--- src/rtl/simple_cpu_pkg.sv ---
// Shared definitions for the simple CPU: bus and instruction widths, opcodes, step encoding.
// Latency: none (package only).
// Backpressure: none (package only).
package simple_cpu_pkg;

  localparam int DATA_W = 16;
  localparam int IR_W   = 9;

  localparam logic [2:0] OP_MV  = 3'b000;
  localparam logic [2:0] OP_MVI = 3'b001;
  localparam logic [2:0] OP_ADD = 3'b010;
  localparam logic [2:0] OP_SUB = 3'b011;

  // Control step of the sequencer; T0 is the fetch/idle step.
  typedef enum logic [1:0] {
    T0 = 2'd0,
    T1 = 2'd1,
    T2 = 2'd2,
    T3 = 2'd3
  } step_t;

endpackage

--- src/rtl/control_unit_if.sv ---
// Control-unit bundle: start request and instruction/immediate in, datapath control strobes out.
// Latency: wires only; all timing is defined by control_unit.
// Backpressure: none; run is a level request sampled by the sequencer in T0.
// Optional: CONTROL_UNIT_ILLEGAL_OP_EN adds the illegal-opcode pulse.
interface control_unit_if;
  import simple_cpu_pkg::*;

  logic              run;
  logic [DATA_W-1:0] din;
  logic              irin;
  logic [7:0]        rin;
  logic [7:0]        rout;
  logic              gout;
  logic              dinout;
  logic              ain;
  logic              gin;
  logic              sub;
  logic              done;
`ifdef CONTROL_UNIT_ILLEGAL_OP_EN
  logic              illegal;
`endif

  // Sequencer side: consumes run/din, produces every control strobe.
  modport master (
    input  run, din,
    output irin, rin, rout, gout, dinout, ain, gin, sub, done
`ifdef CONTROL_UNIT_ILLEGAL_OP_EN
    , output illegal
`endif
  );

  // Datapath/host side: supplies run/din, observes the control strobes.
  modport slave (
    output run, din,
    input  irin, rin, rout, gout, dinout, ain, gin, sub, done
`ifdef CONTROL_UNIT_ILLEGAL_OP_EN
    , input illegal
`endif
  );

endinterface

--- src/rtl/dec3to8.sv ---
// Combinational 3-to-8 one-hot decoder with enable; all-zero output when disabled.
// Latency: 0 cycles (pure combinational).
// Backpressure: none.
module dec3to8 (
  input  logic       en,
  input  logic [2:0] sel,
  output logic [7:0] onehot
);

  // One bit per register index, gated by the enable.
  always_comb begin
    onehot = 8'h00;
    if (en) begin
      onehot[sel] = 1'b1;
    end
  end

endmodule

--- src/rtl/control_unit.sv ---
// Instruction sequencer: captures a 9-bit instruction in T0 and decodes (step, IR) into datapath controls.
// Latency: done 1 cycle after the run edge for mv/mvi/undefined, 3 cycles for add/sub; T0 costs one cycle.
// Backpressure: none; run is only sampled in T0. Macro CONTROL_UNIT_ILLEGAL_OP_EN enables the illegal output.
module control_unit
  import simple_cpu_pkg::*;
(
  input  logic          clock,
  input  logic          reset,
  control_unit_if.master bus
);

  step_t           step;
  step_t           step_nxt;
  logic [IR_W-1:0] ir;

  logic [2:0] op;
  logic [7:0] x_oh;
  logic [7:0] y_oh;

  // Raw decode before the reset gate.
  logic irin_c;
  logic rin_x;
  logic rout_x;
  logic rout_y;
  logic gout_c;
  logic dinout_c;
  logic ain_c;
  logic gin_c;
  logic sub_c;
  logic done_c;
  logic illegal_c;

  // Only din[8:0] is captured into IR; the upper bits matter solely for the mvi immediate on the bus.
  logic unused_din;
  assign unused_din = ^bus.din[DATA_W-1:IR_W];

  assign op = ir[8:6];

  // Decoders are disabled under reset so no write enable can leak while reset is held.
  dec3to8 x_dec (
    .en     (~reset),
    .sel    (ir[5:3]),
    .onehot (x_oh)
  );

  dec3to8 y_dec (
    .en     (~reset),
    .sel    (ir[2:0]),
    .onehot (y_oh)
  );

  // Step register; reset aborts any instruction in flight.
  always_ff @(posedge clock) begin
    if (reset) begin
      step <= T0;
    end else begin
      step <= step_nxt;
    end
  end

  // Instruction register, loaded on the same edge that leaves T0.
  always_ff @(posedge clock) begin
    if (reset) begin
      ir <= '0;
    end else if (irin_c) begin
      ir <= bus.din[IR_W-1:0];
    end
  end

  // Next-step and control decode from (step, IR).
  always_comb begin
    step_nxt  = step;
    irin_c    = 1'b0;
    rin_x     = 1'b0;
    rout_x    = 1'b0;
    rout_y    = 1'b0;
    gout_c    = 1'b0;
    dinout_c  = 1'b0;
    ain_c     = 1'b0;
    gin_c     = 1'b0;
    sub_c     = 1'b0;
    done_c    = 1'b0;
    illegal_c = 1'b0;
    case (step)
      T0: begin
        irin_c = bus.run;
        if (bus.run) begin
          step_nxt = T1;
        end
      end
      T1: begin
        case (op)
          OP_MV: begin
            rout_y   = 1'b1;
            rin_x    = 1'b1;
            done_c   = 1'b1;
            step_nxt = T0;
          end
          OP_MVI: begin
            dinout_c = 1'b1;
            rin_x    = 1'b1;
            done_c   = 1'b1;
            step_nxt = T0;
          end
          OP_ADD, OP_SUB: begin
            rout_x   = 1'b1;
            ain_c    = 1'b1;
            step_nxt = T2;
          end
          default: begin
            // 1xx opcodes: no bus or register activity, just finish.
            done_c    = 1'b1;
            illegal_c = 1'b1;
            step_nxt  = T0;
          end
        endcase
      end
      T2: begin
        // Only add/sub reach T2, so the subtract flag is the opcode LSB check.
        rout_y   = 1'b1;
        gin_c    = 1'b1;
        sub_c    = (op == OP_SUB);
        step_nxt = T3;
      end
      T3: begin
        gout_c   = 1'b1;
        rin_x    = 1'b1;
        done_c   = 1'b1;
        step_nxt = T0;
      end
      default: begin
        step_nxt = T0;
      end
    endcase
  end

  // Output stage: everything forced low while reset is held.
  always_comb begin
    bus.irin   = ~reset & irin_c;
    bus.rin    = rin_x ? x_oh : 8'h00;
    bus.rout   = rout_x ? x_oh : (rout_y ? y_oh : 8'h00);
    bus.gout   = ~reset & gout_c;
    bus.dinout = ~reset & dinout_c;
    bus.ain    = ~reset & ain_c;
    bus.gin    = ~reset & gin_c;
    bus.sub    = ~reset & sub_c;
    bus.done   = ~reset & done_c;
  end

`ifdef CONTROL_UNIT_ILLEGAL_OP_EN
  assign bus.illegal = ~reset & illegal_c;
`else
  logic unused_illegal;
  assign unused_illegal = illegal_c;
`endif

endmodule
--- src/flat_wrapper.sv ---
// flat-port wrapper written by rule: the top's interface ports become plain ports
module control_unit_flat import simple_cpu_pkg::*;
  (clock, reset, bus_run, bus_din, bus_irin, bus_rin, bus_rout, bus_gout, bus_dinout, bus_ain, bus_gin, bus_sub, bus_done);
  control_unit_if bus_i ();
  input  logic clock;
  input  logic reset;
  input wire logic [$bits(bus_i.run)-1:0] bus_run;
  input wire logic [$bits(bus_i.din)-1:0] bus_din;
  output wire logic [$bits(bus_i.irin)-1:0] bus_irin;
  output wire logic [$bits(bus_i.rin)-1:0] bus_rin;
  output wire logic [$bits(bus_i.rout)-1:0] bus_rout;
  output wire logic [$bits(bus_i.gout)-1:0] bus_gout;
  output wire logic [$bits(bus_i.dinout)-1:0] bus_dinout;
  output wire logic [$bits(bus_i.ain)-1:0] bus_ain;
  output wire logic [$bits(bus_i.gin)-1:0] bus_gin;
  output wire logic [$bits(bus_i.sub)-1:0] bus_sub;
  output wire logic [$bits(bus_i.done)-1:0] bus_done;
  assign bus_i.run = bus_run;
  assign bus_i.din = bus_din;
  assign bus_irin = bus_i.irin;
  assign bus_rin = bus_i.rin;
  assign bus_rout = bus_i.rout;
  assign bus_gout = bus_i.gout;
  assign bus_dinout = bus_i.dinout;
  assign bus_ain = bus_i.ain;
  assign bus_gin = bus_i.gin;
  assign bus_sub = bus_i.sub;
  assign bus_done = bus_i.done;
  control_unit u_core (.clock(clock), .reset(reset), .bus(bus_i));
endmodule
--- config.mk ---
export PLATFORM = sky130hd
export DESIGN_NAME = control_unit_flat
export DESIGN_NICKNAME = d
export VERILOG_FILES = /design/src/rtl/simple_cpu_pkg.sv /design/src/rtl/control_unit_if.sv /design/src/rtl/dec3to8.sv /design/src/rtl/control_unit.sv /design/src/flat_wrapper.sv
export SDC_FILE = /design/constraint.sdc
export NUM_CORES = 1
export LEC_CHECK = 0
export ABC_CLOCK_PERIOD_IN_PS = 1900
export CAP_MARGIN = 40
export CORE_MARGIN = 2
export CORE_UTILIZATION = 37
export DETAILED_ROUTE_END_ITERATION = 8
export PLACE_DENSITY = 0.88
export RECOVER_POWER = 100
export SLEW_MARGIN = 10
export SYNTH_ARGS = -nofsm -noshare
export SYNTH_HDL_FRONTEND = slang
export SYNTH_SLANG_ARGS = --single-unit
--- constraint.sdc ---
create_clock -name clock -period 1.9 [get_ports clock]
set_input_delay 0.38 -clock clock [delete_from_list [all_inputs] [get_ports clock]]
set_output_delay 0.38 -clock clock [all_outputs]
set_load 0.01 [all_outputs]
==> impl_results.md, run 1 <==
* Mapped cell area at roughly 740 um^2
* Pwr per Cell Area at 456.7 nW/um^2
* Flops & latches, synth at 11
* # clock sinks at 11
* Commonest cells in the netlist: nand2_1 (22), nor2_1 (12), dfxtp_1 (11)
* Die Y at about 49 um
* Data arrival, critical path at 1.77 ns
* Most used DFF post-synth: dfxtp_1
* FP Rows at 16
* Worst EP required at about 1.5 ns
* Path type of the worst setup path: flop to output port
* Core area at about 1900 um^2
* Fin. Hold Viols at 0
* Slew headroom at around three quarters
* Final Non-Filler Cells at between 150 and 200
* Post-synth EDFFs at 0
* Gr usage total at 25.41%
* Largest net degree at the start of global routing at 16
* Crit end category: output port
* Area contributors post-synth: dfxtp_1 (30%), nand2_1 (11%), a21oi_1 (6.8%)
* Post-route ant nets at 0
* Clk root buf: clkbuf_4
* Vias in the first global route at about 1.0k
* Clk buf depth at 2
* H-tree levels at 1
* TritonRoute pass-1 iters at 4
* Register area share after synthesis at approximately 30%
* GR Overflow Total at 0
* Nets at 190
* RSZ-0062 raised after global routing: yes
* Fin crit share at 113.1%
* DR WL/cell at roughly 16 um
* Lkg Pwr at between 0.6 and 0.7 nW
* Slew of the pin with the lowest slew margin at 0.3500 ns
* Mean Syn Cell Area at approximately 7.2 um^2
* Initial DRC Count at 33
* Cts hold-fix bufs at 0
* Fmax at around 0.47 GHz
* Startpoint Class: flop
* Synth Warn # at 0
* DR DRC count at 0
* Starting density of the core at about two fifths
* Cell with the most instances after synthesis: nand2_1
* Final setup vio count at 17
* Antenna violations before repair at 0
* Distinct cell type count after synthesis at 29
* Met2 Routed Length at ~1600 um
* Mapped Cells at between 100 and 150
* CTS Buf Count at 3
* Max cap viols at 0
* Slew Limit Fails at 0
* Inserted Diodes at 0
* Placer Congestion at between 0.8 and 0.9
* CP max FO at 4
* M1 WL at ~1100 um
* Ys async rst share at 0%
* P&R area growth vs syn at 95.92%
* Worst hold-check path type: flop to flop
* Ports at 42
* Clock slew at reported path FFs at approximately 0.070 ns
* Overall power at ~660 uW
* WHS at 0.5102 ns
* Setup_tns at -2.082 ns
* Mapped Nets at 125
* Failing checks: negative setup slack
* Fraction of layout cells with a size suffix above 1 at 51.20%
* Outcome: complete, but fails checks
* Peak supply drop at approximately 0.00042 V
* Post-route setup slack at -0.2493 ns
* Clock skew at ~0.005 ns
* First-pass GRT wire length at around 4700 um
* # placed instances at 178
* Die X at about 50 um
* Yosys top cell area share at between 20% and 30%
* Die ar. at approximately 2400 um^2
* Via count at roughly 1.1k
* Pre-CTS setup slack at -0.6325 ns
* DPL Wire Length at about 1900 um
* Max Used Layer: met4
* Min cycle time layout at between 2 and 2.5 ns
* CTS tree: built
* DR vias/cell at roughly 5.6
* Worst skew pair latency at approximately 0.26 ns
* Met3 wire len at around 220 um
* Port buffer count at 34
* Detailed Route WL at 3119 um
* Cell taking the most area after synthesis: dfxtp_1
## per-layer routing
layer  track usage, %  vias up
met5                0        -
met4            18.10        0
met3            5.556       17
met2            45.21       62
met1            26.10      503
li1                 -      493
## cell families after synthesis
group | share of synthesized area, %
compound gates | 20.88
simple gates | 37.86
flops | 29.88
fa+ha+maj | 6.791
buf+inv | 4.584
## registers in the layout, indices dropped and copies added (netlist names), named ones only
register and cells:
u_core.ir 9, u_core.step 1
## path summary, 6_finish.rpt
check,slack (ns),cells after the start,startpoint,to
max,-0.25,6,u_core.step[0]$_SDFFE_PP0P_,bus_rout[6]
min,0.51,2,u_core.ir[2]$_SDFFE_PP0N_,u_core.ir[2]$_SDFFE_PP0N_
max reg2reg,0.15,8,flop,flop
min reg2reg,0.51,2,u_core.ir[2]$_SDFFE_PP0N_,u_core.ir[2]$_SDFFE_PP0N_
## critical path, cell delays in order, from the launching register on
cell	delay, ns
dfxtp_4	0.40
clkinvlp_4	0.16
ha_4	0.20
o211ai_1	0.32
buf_4	0.21
o22ai_2	0.06
buf_2	0.15
## cell type report
type	instances	area (um^2)
well taps	27	33.78
clock buffers	4	26.28
inverters	4	21.27
multi-input cells	84	665.6
repair buffers	63	466.7
flip-flops and latches	11	230.2
fillers	138	478.0
## layout by cell type (no fill, tap or decap), drive strengths merged, types with 2 or more instances in the layout
cell type | netlist | layout
a21oi | 11 | 11
buf | 1 | 46
clkbuf | 2 | 6
clkdlybuf4s50 | 0 | 10
dfxtp | 11 | 11
dlygate4sd2 | 0 | 5
ha | 4 | 4
inv | 4 | 3
nand2 | 22 | 22
nand2b | 2 | 2
nand4 | 2 | 2
nand4b | 2 | 2
nor2 | 12 | 12
nor2b | 4 | 4
nor3 | 2 | 2
o211ai | 3 | 3
o21ai | 2 | 2
o22ai | 6 | 6
o32ai | 2 | 2
## report_power, final
group          internal, mW  switching, mW
Sequential            0.247         0.0325
Combinational         0.122          0.105
Clock                0.0811         0.0721
## repair_timing
action                                  4_1_cts  5_1_grt
setup buffers                                 6        6
pin swaps                                    22       19
resized for setup                           106       19
cloned                                        0        0
endpoints found under the setup margin       23       20
## metrics by stage
stage | cell area (um^2) | util [%]
final | 1444 | 75.13
after global routing | 1444 | 75.13
after CTS | 1345 | 69.99
after detailed placement | 1227 | 63.87
after global placement | 1227 | 63.87
after floorplan | 737.0 | -
No activity file was read; power rests on OpenSTA's default activity.
==> run 2, diff against run 1 <==
SKIP_LAST_GASP = 1   (was not set)
==> run 2 against run 1 <==
  * The run still ends with negative setup slack left
  * Non-clock buffer count stayed put
  * Register-to-register slack hardly changed
  * Critical path type unchanged
  * Critical path depth stayed put
  * Final cell count stayed put
==> impl_results.md, run 2 (synthesis gave the netlist of run 1 again) <==
* Outcome: complete, but fails checks
* Failing checks: negative setup slack
* Gr usage total at 25.41%
* Hold path depth at 2
* Clk buf depth at 2
* RSZ-0062 raised after global routing: yes
* TritonRoute pass-1 iters at 4
* Largest register FFs at 9
* CTS Buf Count at 3
* Crit end category: output port
* Post-route ant nets at 0
* Peak supply drop at 0.0005085 V
* Data arrival, critical path at roughly 1.8 ns
* Slew Limit Fails at 0
* Switching Fraction at ~32%
* Worst EP required at 1.52 ns
* Via count at about 1.1k
* FP Rows at 16
* Top flop regs: u_core.ir (9), u_core.step (1)
* # clock sinks at 11
* Reg power frac at 42.0%
* Core area at 1922 um^2
* Ports at 42
* First-pass GRT wire length at ~4700 um
* CP max FO at 4
* Vias in the first global route at 1044
* Die X at 48.63 um
* Clock slew at reported path FFs at approximately 0.070 ns
* Clk root buf: clkbuf_4
* Lkg Pwr at just over 0.6 nW
* Worst hold-check path type: flop to flop
* DPL Wire Length at approximately 1900 um
* Min cycle time layout at about 2.2 ns
* P_sw at approximately 220 uW
* Antenna violations before repair at 0
* Placer Congestion at approximately 0.85
* Inserted Diodes at 0
* R2R depth at 7
* Worst skew pair latency at approximately 0.27 ns
* Nets at 190
* Commonest non-fill, non-tap cell in the layout: buf_4
* CTS tree: built
* Most frequent cells in the layout: buf_4 (28), nand2_1 (20), buf_2 (16)
* Final setup vio count at 17
* Cell internal pwr at approximately 450 uW
* Pwr per Cell Area at between 400 and 500 nW/um^2
* Port buffer count at 34
* Combinational share of power at 34.4%
* Clock skew at slightly above 0.008 ns
* DR DRC count at 0
* DR vias/cell at between 5 and 6
* GR Overflow Total at 0
* P&R area growth vs syn at 95.59%
* Clock power share at a little under a quarter
* Startpoint Class: flop
* Final Non-Filler Cells at about 190
* Largest register by flop count: u_core.ir
* DR WL/cell at between 15 and 20 um
* Post-route setup slack at -0.2760 ns
* Die Y at around 49 um
* Slew headroom at between 70 and 80%
* Path type of the worst setup path: flop to output port
* Pre-CTS setup slack at -0.6325 ns
* Die ar. at around 2400 um^2
* Max cap viols at 0
* Initial DRC Count at 66
* Fin. Hold Viols at 0
* H-tree levels at 1
* Slew of the pin with the lowest slew margin at approximately 0.36 ns
* Detailed Route WL at approximately 3200 um
* Starting density of the core at 38.35%
* Fraction of layout cells with a size suffix above 1 at approximately 51%
* Largest net degree at the start of global routing at 16
* Fmax at 0.4596 GHz
* # placed instances at 178
* Fin crit share at 114.5%
## run 2: cell counts in the layout (fill, tap and decap cells not counted)
Identical to the previous run, type by type.
## run 2: stage by stage
step / utilization, % / TNS [ns] / hold slack [ns] / total power [mW] / cell area, um^2
after detailed placement: 63.87 / -10.97 / 0.4634 / 0.4429 / 1227
final: 75.00 / -2.605 / 0.5443 / 0.6661 / 1441
after floorplan: - / 0 / 0.4463 / 0.3495 / 737.0
after global placement: 63.87 / -9.494 / 0.4591 / 0.4325 / 1227
after CTS: 69.73 / -0.9615 / 0.4826 / 0.6201 / 1340
after global routing: 75.00 / -3.595 / 0.5604 / 0.7010 / 1441
## run 2: critical path: stages, from the launching register on
cell and delay [ns]:
dfxtp_4 0.40, clkinvlp_4 0.18, ha_4 0.21, o211ai_1 0.31
buf_4 0.21, o22ai_2 0.06, buf_2 0.15
## run 2: worst paths after layout
| path | from | slack (ns) | endpoint |
|---|---|---|---|
| setup / recovery | u_core.step[0]$_SDFFE_PP0P_ | -0.28 | bus_rout[6] |
| hold / removal | u_core.ir[7]$_SDFFE_PP0N_ | 0.54 | u_core.ir[7]$_SDFFE_PP0N_ |
| setup reg to reg | u_core.step[0]$_SDFFE_PP0P_ | 0.15 | flop |
| hold reg to reg | u_core.ir[7]$_SDFFE_PP0N_ | 0.54 | u_core.ir[7]$_SDFFE_PP0N_ |
## run 2: cell type report
| type | instances | area, um^2 |
|---|---|---|
| Timing Repair Buffer | 63 | 466.7 |
| Fill cell | 146 | 480.5 |
| Sequential cell | 11 | 230.2 |
| Tap cell | 27 | 33.78 |
| Multi-Input combinational cell | 84 | 660.6 |
| Inverter | 4 | 23.77 |
| Clock buffer | 4 | 26.28 |
## run 2: power by group through the flow
stage	logic [mW]	registers (mW)	clock network [mW]
floorplan	0.0825	0.267	0
global route	0.245	0.281	0.175
detailed placement	0.171	0.272	0
finish	0.229	0.279	0.157
CTS	0.193	0.274	0.153
global placement	0.163	0.270	0
## run 2: repair_timing
action                     in CTS  in global routing
setup buffers                   6                  6
pin swaps                      22                 18
hold endpoints to repair        0                  0
hold buffers                    0                  0
setup endpoints to repair      23                 20
gates resized for setup       105                 20
## run 2: routing by layer
layer	track usage (%)	vias up	part of all wire [%]
li1	-	493	-
met1	26.30	507	36
met2	44.98	75	52
met3	5.247	16	7.7
met4	18.57	0	4.2
met5	0	-	0
==> run 3, diff against run 2 <==
CORE_UTILIZATION = 40   (was 37)
PLACE_DENSITY = 0.89   (was 0.88)
SYNTH_HIERARCHICAL = 1   (was not set)
==> run 3 against run 2 <==
  * The flow still finishes with violations (negative setup slack)
  * Largest cell class unchanged
  * Register-to-register slack better by 0.28 ns
  * Core utilization is 7.1 points lower
  * Sequential power hardly changed
  * Die area is 10% higher
  * Clock skew is 0.0035 ns lower
  * Worst setup slack worse by 0.015 ns
  * Synthesized cell count is 2.9% higher
==> impl_results.md, run 3 <==
* Slowest-stage cell, CP: or3b_4
* Lkg Pwr at about 0.66 nW
* Synth Warn # at 6
* Largest register FFs at 9
* Fmax at 0.4564 GHz
* Clk buf depth at 2
* Die X at 51.03 um
* Commonest non-fill, non-tap cell in the layout: nand2_1
* Cts hold-fix bufs at 0
* Mapped Cells at between 100 and 150
* CP max FO at 8
* First-pass GRT wire length at 4367 um
* DR WL/cell at ~16 um
* Via count at about 1.0k
* Clock slew at reported path FFs at around 0.060 ns
* Register area share after synthesis at 24.89%
* WHS at about 0.6 ns
* Startpoint Class: flop
* Mapped Nets at approximately 130
* Most frequent cells in the layout: nand2_1 (19), buf_2 (18), buf_4 (15)
* Commonest cells in the netlist: nand2_1 (19), a21oi_1 (11), dfxtp_1 (11)
* Cell with the most instances after synthesis: nand2_1
* Nets at between 150 and 200
* Distinct cell type count after synthesis at 26
* Worst path max stage delay at around 0.38 ns
* Min cycle time layout at about 2.2 ns
* Clock skew at around 0.0046 ns
* Largest net degree at the start of global routing at 16
* Die ar. at 2604 um^2
* Mapped cell area at 884.6 um^2
* Gr usage total at 22.40%
* Flops & latches, synth at 11
* Placer Congestion at 0.8258
* Path type of the worst setup path: flop to output port
* DR vias/cell at around 5.5
* Worst EP required at approximately 1.5 ns
* Hold path depth at 2
* Post-route setup slack at -0.2911 ns
* Antenna violations before repair at 0
* Setup_tns at -3.004 ns
* R2R depth at 6
* DR DRC count at 0
* P&R area growth vs syn at 64.92%
* Overall power at roughly 650 uW
* Worst hold-check path type: flop to flop
* FP Rows at 17
* # clock sinks at 11
* DPL Wire Length at 1957 um
* Ys async rst share at 0%
* Slew of the pin with the lowest slew margin at 0.3437 ns
* Slew Limit Fails at 0
* Mean Syn Cell Area at between 8 and 9 um^2
* Initial DRC Count at 15
* Failing checks: negative setup slack
* Fin crit share at 115.3%
* Die Y at between 50 and 60 um
* Utilization after layout at 67.91%
* Peak supply drop at roughly 0.00036 V
* CP Depth at 7
* Starting density of the core at a little over 40%
* Max cap viols at 0
* GR Overflow Total at 0
* Ports at between 40 and 50
* Vias in the first global route at 948
* # placed instances at around 180
* CTS tree: built
* CTS Buf Count at 3
* Cells along the critical path: inv_2, ha_4, or3b_4, a211oi_4, buf_6, a22o_1, buf_2
* Final setup vio count at 16
* Worst skew pair latency at about 0.26 ns
* Post-route ant nets at 0
* Slew headroom at around 77%
* Crit path buf inv count at 3
* Largest register by flop count: u_core/ir
* Crit end category: output port
* Fraction of layout cells with a size suffix above 1 at 47.85%
* Port buffer count at 34
* Final Non-Filler Cells at 191
* Core area at around 2100 um^2
* Outcome: complete, but fails checks
* Yosys top cell area share at between 20% and 30%
* Most used DFF post-synth: dfxtp_1
* TritonRoute pass-1 iters at 4
* RSZ-0062 raised after global routing: yes
* Top flop regs: u_core/ir (9), u_core/step (1)
* Post-synth EDFFs at 0
* Area contributors post-synth: dfxtp_1 (25%), nand2_1 (8.1%), a22o_1 (7.9%)
* Crit-path leading delay family: simple AND/OR/NAND/NOR gates
* Cell taking the most area after synthesis: dfxtp_1
* Inserted Diodes at 0
* Fin. Hold Viols at 0
* Clk root buf: clkbuf_4
* H-tree levels at 1
* Pwr per Cell Area at around 450 nW/um^2
* Detailed Route WL at roughly 3000 um
* Data arrival, critical path at between 1.5 and 2 ns
## run 3: power by group
| group | switching [mW] | internal [mW] |
|---|---|---|
| Sequential | 0.0296 | 0.247 |
| Combinational | 0.105 | 0.124 |
| Clock | 0.0674 | 0.0809 |
## run 3: cell type report
class                   count  area (um^2)
inverters                   5        23.77
well taps                  28        35.03
multi-input cells          86        715.7
clock buffers               4        26.28
fillers                   179        689.4
repair buffers             56        425.4
repair inverters            1        7.507
flip-flops and latches     11        225.2
## run 3: metrics by stage
stage	setup WS [ns]	area (um^2)
finish	-0.2911	1459
global route	-0.3682	1459
CTS	-0.3193	1406
detailed placement	-0.6378	1354
global placement	-0.5011	1354
floorplan	0.02414	884.6
## run 3: path summary, 6_finish.rpt
path,start,endpoint,slack (ns)
hold reg to reg,u_core/ir[3]$_SDFFE_PP0N_,u_core/ir[3]$_SDFFE_PP0N_,0.58
setup / recovery,flop,bus_rout[5],-0.29
hold / removal,u_core/ir[3]$_SDFFE_PP0N_,u_core/ir[3]$_SDFFE_PP0N_,0.58
setup reg to reg,u_core/step[0]$_SDFFE_PP0P_,u_core/ir[0]$_SDFFE_PP0N_,0.43
## run 3: per-layer routing
metal	track usage (%)	up-vias	share of wire, %
met5	0	-	0
met4	9.910	0	1.4
met3	2.632	6	6.0
met2	43.72	46	54
met1	23.52	492	39
li1	-	500	-
## run 3: cell families (layout without fill, tap and decap cells)
logic type | Yosys count | after routing | synth area share, %
flip-flops | 11 | 11 | 24.89
AND/OR/NAND/NOR | 60 | 60 | 47.10
adder cells (fa/ha/maj) | 4 | 4 | 5.658
AO/OA/AOI/OAI | 22 | 22 | 18.11
buffers and inverters | 8 | 66 | 4.244
## run 3: worst register-to-register path: stages (launching register included)
cell     delay [ns]
dfxtp_4        0.36
buf_6          0.13
inv_4          0.06
ha_2           0.21
and2_1         0.34
nand2_1        0.15
a21oi_1        0.15
## run 3: timing repair
| action | in CTS | in global routing |
|---|---|---|
| gates cloned | 1 | 0 |
| resized for setup | 101 | 18 |
| setup buffers | 4 | 4 |
| hold endpoints to repair | 0 | 0 |
| setup endpoints to repair | 23 | 23 |
| pin swaps | 6 | 7 |
